===== src/rtl/vedic_div16_8.sv =====
// Sequential restoring radix-2 unsigned divider (DW/VW), one quotient bit per clock.
// Optional quotient-overflow flag q_ovf_o is built when VEDIC_DIV_OVF_EN is defined.
module vedic_div16_8 #(
    parameter int unsigned DW = 16,
    parameter int unsigned VW = 8
) (
    input  logic          clk,
    input  logic          rst_n,
    input  logic          in_valid_i,
    output logic          in_ready_o,
    input  logic [DW-1:0] dividend_i,
    input  logic [VW-1:0] divisor_i,
    output logic          res_valid_o,
    input  logic          res_ready_i,
    output logic [DW-1:0] quotient_o,
    output logic [VW-1:0] remainder_o,
    output logic          div_by_zero_o
`ifdef VEDIC_DIV_OVF_EN
    ,
    output logic          q_ovf_o
`endif
);

    localparam int unsigned CntW = $clog2(DW);

    typedef enum logic [1:0] {StIdle, StRun, StDone} state_e;

    state_e          state_q, state_d;
    logic [CntW-1:0] cnt_q, cnt_d;
    logic [VW-1:0]   dsr_q, dsr_d;
    logic [VW-1:0]   prem_q, prem_d;
    // Dividend enters here and is shifted out MSB-first while quotient bits shift in.
    logic [DW-1:0]   quo_q, quo_d;
    logic            dbz_q, dbz_d;

    logic [VW:0]     shifted;
    logic [VW-1:0]   trial;
    logic            ge;

    // prem_q < divisor always holds, so a successful trial fits in VW bits.
    assign shifted = {prem_q, quo_q[DW-1]};
    assign ge      = shifted >= {1'b0, dsr_q};
    assign trial   = shifted[VW-1:0] - dsr_q;

    always_comb begin
        state_d = state_q;
        cnt_d   = cnt_q;
        dsr_d   = dsr_q;
        prem_d  = prem_q;
        quo_d   = quo_q;
        dbz_d   = dbz_q;
        unique case (state_q)
            StIdle: begin
                if (in_valid_i) begin
                    dsr_d = divisor_i;
                    dbz_d = 1'b0;
                    if (divisor_i == '0) begin
                        quo_d   = '1;
                        prem_d  = dividend_i[VW-1:0];
                        dbz_d   = 1'b1;
                        state_d = StDone;
                    end else begin
                        quo_d   = dividend_i;
                        prem_d  = '0;
                        cnt_d   = CntW'(DW - 1);
                        state_d = StRun;
                    end
                end
            end
            StRun: begin
                prem_d = ge ? trial : shifted[VW-1:0];
                quo_d  = {quo_q[DW-2:0], ge};
                if (cnt_q == '0) begin
                    state_d = StDone;
                end else begin
                    cnt_d = cnt_q - 1'b1;
                end
            end
            StDone: begin
                if (res_ready_i) begin
                    state_d = StIdle;
                end
            end
            default: state_d = StIdle;
        endcase
    end

    always_ff @(posedge clk or negedge rst_n) begin
        if (!rst_n) begin
            state_q <= StIdle;
            cnt_q   <= '0;
            dsr_q   <= '0;
            prem_q  <= '0;
            quo_q   <= '0;
            dbz_q   <= 1'b0;
        end else begin
            state_q <= state_d;
            cnt_q   <= cnt_d;
            dsr_q   <= dsr_d;
            prem_q  <= prem_d;
            quo_q   <= quo_d;
            dbz_q   <= dbz_d;
        end
    end

    assign in_ready_o    = (state_q == StIdle);
    assign res_valid_o   = (state_q == StDone);
    assign quotient_o    = quo_q;
    assign remainder_o   = prem_q;
    assign div_by_zero_o = dbz_q;

`ifdef VEDIC_DIV_OVF_EN
    assign q_ovf_o = (state_q == StDone) && !dbz_q && (|quo_q[DW-1:VW]);
`endif

endmodule

===== config.mk =====
export PLATFORM = sky130hd
export DESIGN_NAME = vedic_div16_8
export DESIGN_NICKNAME = d
export VERILOG_FILES = /design/src/rtl/vedic_div16_8.sv
export SDC_FILE = /design/constraint.sdc
export NUM_CORES = 1
export LEC_CHECK = 0
export CAP_MARGIN = 20
export CORE_UTILIZATION = 49
export CTS_CLUSTER_DIAMETER = 120
export CTS_CLUSTER_SIZE = 8
export DETAILED_ROUTE_END_ITERATION = 8
export GPL_ROUTABILITY_DRIVEN = 0
export PLACE_DENSITY = 0.8
export SYNTH_ARGS = -nofsm -noshare
export SYNTH_HDL_FRONTEND = slang
export SYNTH_SLANG_ARGS = --single-unit

===== constraint.sdc =====
create_clock -name clk -period 2.2 [get_ports clk]
set_input_delay 0.66 -clock clk [delete_from_list [all_inputs] [get_ports clk]]
set_output_delay 0.66 -clock clk [all_outputs]
set_load 0.1 [all_outputs]

==> impl_summary.md <==
Outcome
The flow ran to the end, and the final reports show no timing, DRC or antenna violations.

Yosys
After synthesis, the netlist uses 47 different library cells. The fraction of synthesis flops using an asynchronous set or reset pin is 100%. When the netlist entered floorplanning its net count stood at 272. Yosys attributes the largest share of cell area to sky130_fd_sc_hd__dfrtp_1 (45%), sky130_fd_sc_hd__nand2_1 (5.7%), sky130_fd_sc_hd__ha_1 (5.2%). The fraction of post-synthesis cell area in the top cell type by area is roughly 45%.

sky130_fd_sc_hd__dfrtp_1 takes more of the synthesized area than any other cell. The number of warnings reported in the yosys synthesis log is 0. The top flip-flop cell by instance count after synthesis is sky130_fd_sc_hd__dfrtp_1. In this run, synthesis inferred 0 flip-flops with an integrated enable. The flip-flop and latch count after synthesis is 39. Synthesis handed over a netlist of 234 instances. The synthesized cell area is 0.00218 mm^2. After synthesis, the mean cell area works out to 9.34 um^2. The sequential element share of the synthesized area is 44.7%.

Floorplan
The die is 68.8 um tall. The core outline area is 0.00414 mm^2. The starting density of the core is 52.7%. The floorplan has 23 rows. The die footprint is 0.00473 mm^2.

The die is 68.8 um wide. The top-level I/O count is 55.

STA
At the pin with the least slew margin, the transition time is 0.534 ns. Measured against its own limit, the worst slew margin works out to 64.3%. Timing would allow up to about 460 MHz.

The final count of pins violating max slew is 0. Across the routed clock network, the largest skew measured is 0.00300 ns. The hold violation count in the final report is 0.

After layout, the worst path uses between 90% and 100% of the clock period. The clock period could shrink to 2.18 ns. Setup violations remaining at the end of the flow were counted as 0.

Global routing
After global routing the overflow that remains totals 0. Entering global routing, the biggest net connects 40 pins. The global-route wire length before repair is 9760 um. The initial antenna violation count is 0.

Global routing used roughly 29% of the available tracks. The via count of the first global-routing pass was 2094.

Detailed routing
The number of DRC violations after detailed-routing iteration 0 is 162. The routed layout has about 2100 vias. Once detail routing completed, the nets flagged for antenna violations numbered 0.

Wires add up to 6130 um. The total DRC errors in the routed layout is 0. The first-pass iteration count of the detailed router is 4. The via-per-instance ratio is 5.82. The routed wire length per instance is 17.1 um.

Clocking
The number of buffers on the longest clock path is 2. The clock-pin slew on the worst setup and hold paths is around 0.08 ns. The number of clock buffers inserted by TritonCTS is 5. The insertion delay to the later sink of the worst-skew pair is 0.29 ns. After clock tree synthesis, the flow added hold-fix buffers numbering 0. Counting every sink on the clock net gives 39. TritonCTS built the clock tree. CTS built an H-tree with a depth of 2. Clock tree synthesis selected as its root buffer the cell sky130_fd_sc_hd__clkbuf_8.

Worst setup path
The startpoint class of the critical path is an input pin. STA puts the critical path data required time at 2.44 ns. The worst setup path is captured at a flop.

STA puts the critical path data arrival time at about 2.4 ns. The class of the most critical setup path is in2reg. In this run the worst path has a maximum fanout of 8.

Cells and area
The share of the core filled with cells is 79.3%. The layout-stage area growth over the synthesis result is 50.4%. In the final design database the tool counted 346 nets.

The diode insertion count for antenna repair is 0. Once layout is done, the placed cells without fillers occupy about 0.0033 mm^2. The proportion of layout cells with a drive suffix above 1 is between 20 and 30%.

Placed design
Once placement finished, the instance area stood at 0.00310 mm^2. The quantity of I/O buffers inserted on ports is 54. The sum of net half-perimeters after detailed placement is around 4500 um.

Hold path
The type of the most critical hold path is in2async.

Flow run
Across the run, the number of max-cap violations was 0.
logic make-up (layout without fill, tap and decap cells):
group           Yosys count  count (layout)  share of synthesized area [%]
compound gates           79              79                           22.8
simple gates             71              71                           16.2
flops                    39              39                           44.7
buf+inv                  23              98                           4.93
fa+ha+maj                10              10                           6.07
mux                       9               9                           4.18
xor+xnor                  3               3                           1.20
routing by layer:
metal	global-route usage, %	share of wire, %
met2	49.9	51
met5	0	0
met3	5.92	5.3
met1	35.3	42
met4	9.18	1.7
sequential cells by signal, indices dropped and copies added, names as in the netlist:
signal,flops
state_q,2
dsr_q,8
remainder_o,8
div_by_zero_o,1
quotient_o,16
cnt_q,4
critical path, stage by stage:
cell	delay, ns
sky130_fd_sc_hd__clkdlybuf4s50_1	0.43
sky130_fd_sc_hd__or4_4	0.60
sky130_fd_sc_hd__nor3_4	0.33
sky130_fd_sc_hd__nand3_1	0.16
sky130_fd_sc_hd__nand2_1	0.12
sky130_fd_sc_hd__a311o_2	0.11
repair_timing:
action,CTS,global route
pin swaps,0,4
gates resized for setup,2,7
buffers inserted,0,3
setup endpoints to repair,5,7
per-stage QoR:
step           TNS, ns  cells  hold WS (ns)  setup slack [ns]
2_1_floorplan   -0.260    234         0.364            -0.239
3_3_place_gp     -3.87    348         0.494            -0.199
3_5_place_dp     -4.71    348         0.503            -0.250
4_1_cts              0    356         0.323            0.0241
5_1_grt        -0.0166    359         0.324           -0.0102
6_report             0    359         0.311            0.0189
Yosys cell counts, drive strengths merged, types with 2 or more instances:
cell type,instances
a31oi,2
buf,5
nand2b,5
xor2,2
nor2,13
nand3,3
o21ai,29
inv,12
or4,2
a22oi,4
o21a,2
nand2,33
mux2i,8
dfrtp,39
nor2b,4
clkbuf,6
a21oi,14
ha,9
a211oi,2
and3,2
o22ai,16
nor3,5
layout by cell type (no fill, tap or decap), types with 2 or more instances in the layout:
cell and n:
sky130_fd_sc_hd__clkbuf_8 6, sky130_fd_sc_hd__or4_4 2, sky130_fd_sc_hd__nor2b_1 2, sky130_fd_sc_hd__a22oi_1 4, sky130_fd_sc_hd__a21oi_1 13, sky130_fd_sc_hd__ha_1 8, sky130_fd_sc_hd__o21a_1 2, sky130_fd_sc_hd__inv_1 12
sky130_fd_sc_hd__nor3_1 3, sky130_fd_sc_hd__nand2b_1 5, sky130_fd_sc_hd__xor2_1 2, sky130_fd_sc_hd__buf_12 22, sky130_fd_sc_hd__dfrtp_2 7, sky130_fd_sc_hd__a31oi_1 2, sky130_fd_sc_hd__nand2_1 32, sky130_fd_sc_hd__a211oi_1 2
sky130_fd_sc_hd__mux2i_1 8, sky130_fd_sc_hd__dfrtp_1 31, sky130_fd_sc_hd__nand3_1 3, sky130_fd_sc_hd__nor2_1 11, sky130_fd_sc_hd__clkdlybuf4s50_1 26, sky130_fd_sc_hd__o21ai_1 10, sky130_fd_sc_hd__buf_4 28, sky130_fd_sc_hd__nor2b_2 2
sky130_fd_sc_hd__o21ai_0 18, sky130_fd_sc_hd__o22ai_1 16
final timing paths:
path / from / to / slack (ns) / depth (start not counted)
worst max-delay path: divisor_i[0] / remainder_o[6]$_DFFE_PN0P_ / 0.02 / 6
worst min-delay path: rst_n / remainder_o[2]$_DFFE_PN0P_ / 0.31 / 2
worst max register to register: remainder_o[2]$_DFFE_PN0P_ / remainder_o[7]$_DFFE_PN0P_ / 0.06 / 8
min in group clk: quotient_o[11]$_DFFE_PN0P_ / quotient_o[11]$_DFFE_PN0P_ / 0.52 / 2
worst min register to register: quotient_o[11]$_DFFE_PN0P_ / quotient_o[11]$_DFFE_PN0P_ / 0.52 / 2
max in group asynchronous: rst_n / remainder_o[0]$_DFFE_PN0P_ / 1.67 / 2
cell type report:
cell class,count,area [um^2]
multi-input cells,172,1140
flip-flops and latches,39,988
repair buffers,78,927
fillers,282,858
clock buffers,6,82.6
well taps,50,62.6
inverters,12,45.0
clock inverters,2,35.0
Power is not shown: default switching activity piles up to over one toggle a cycle in this logic, so the estimate is an artifact.
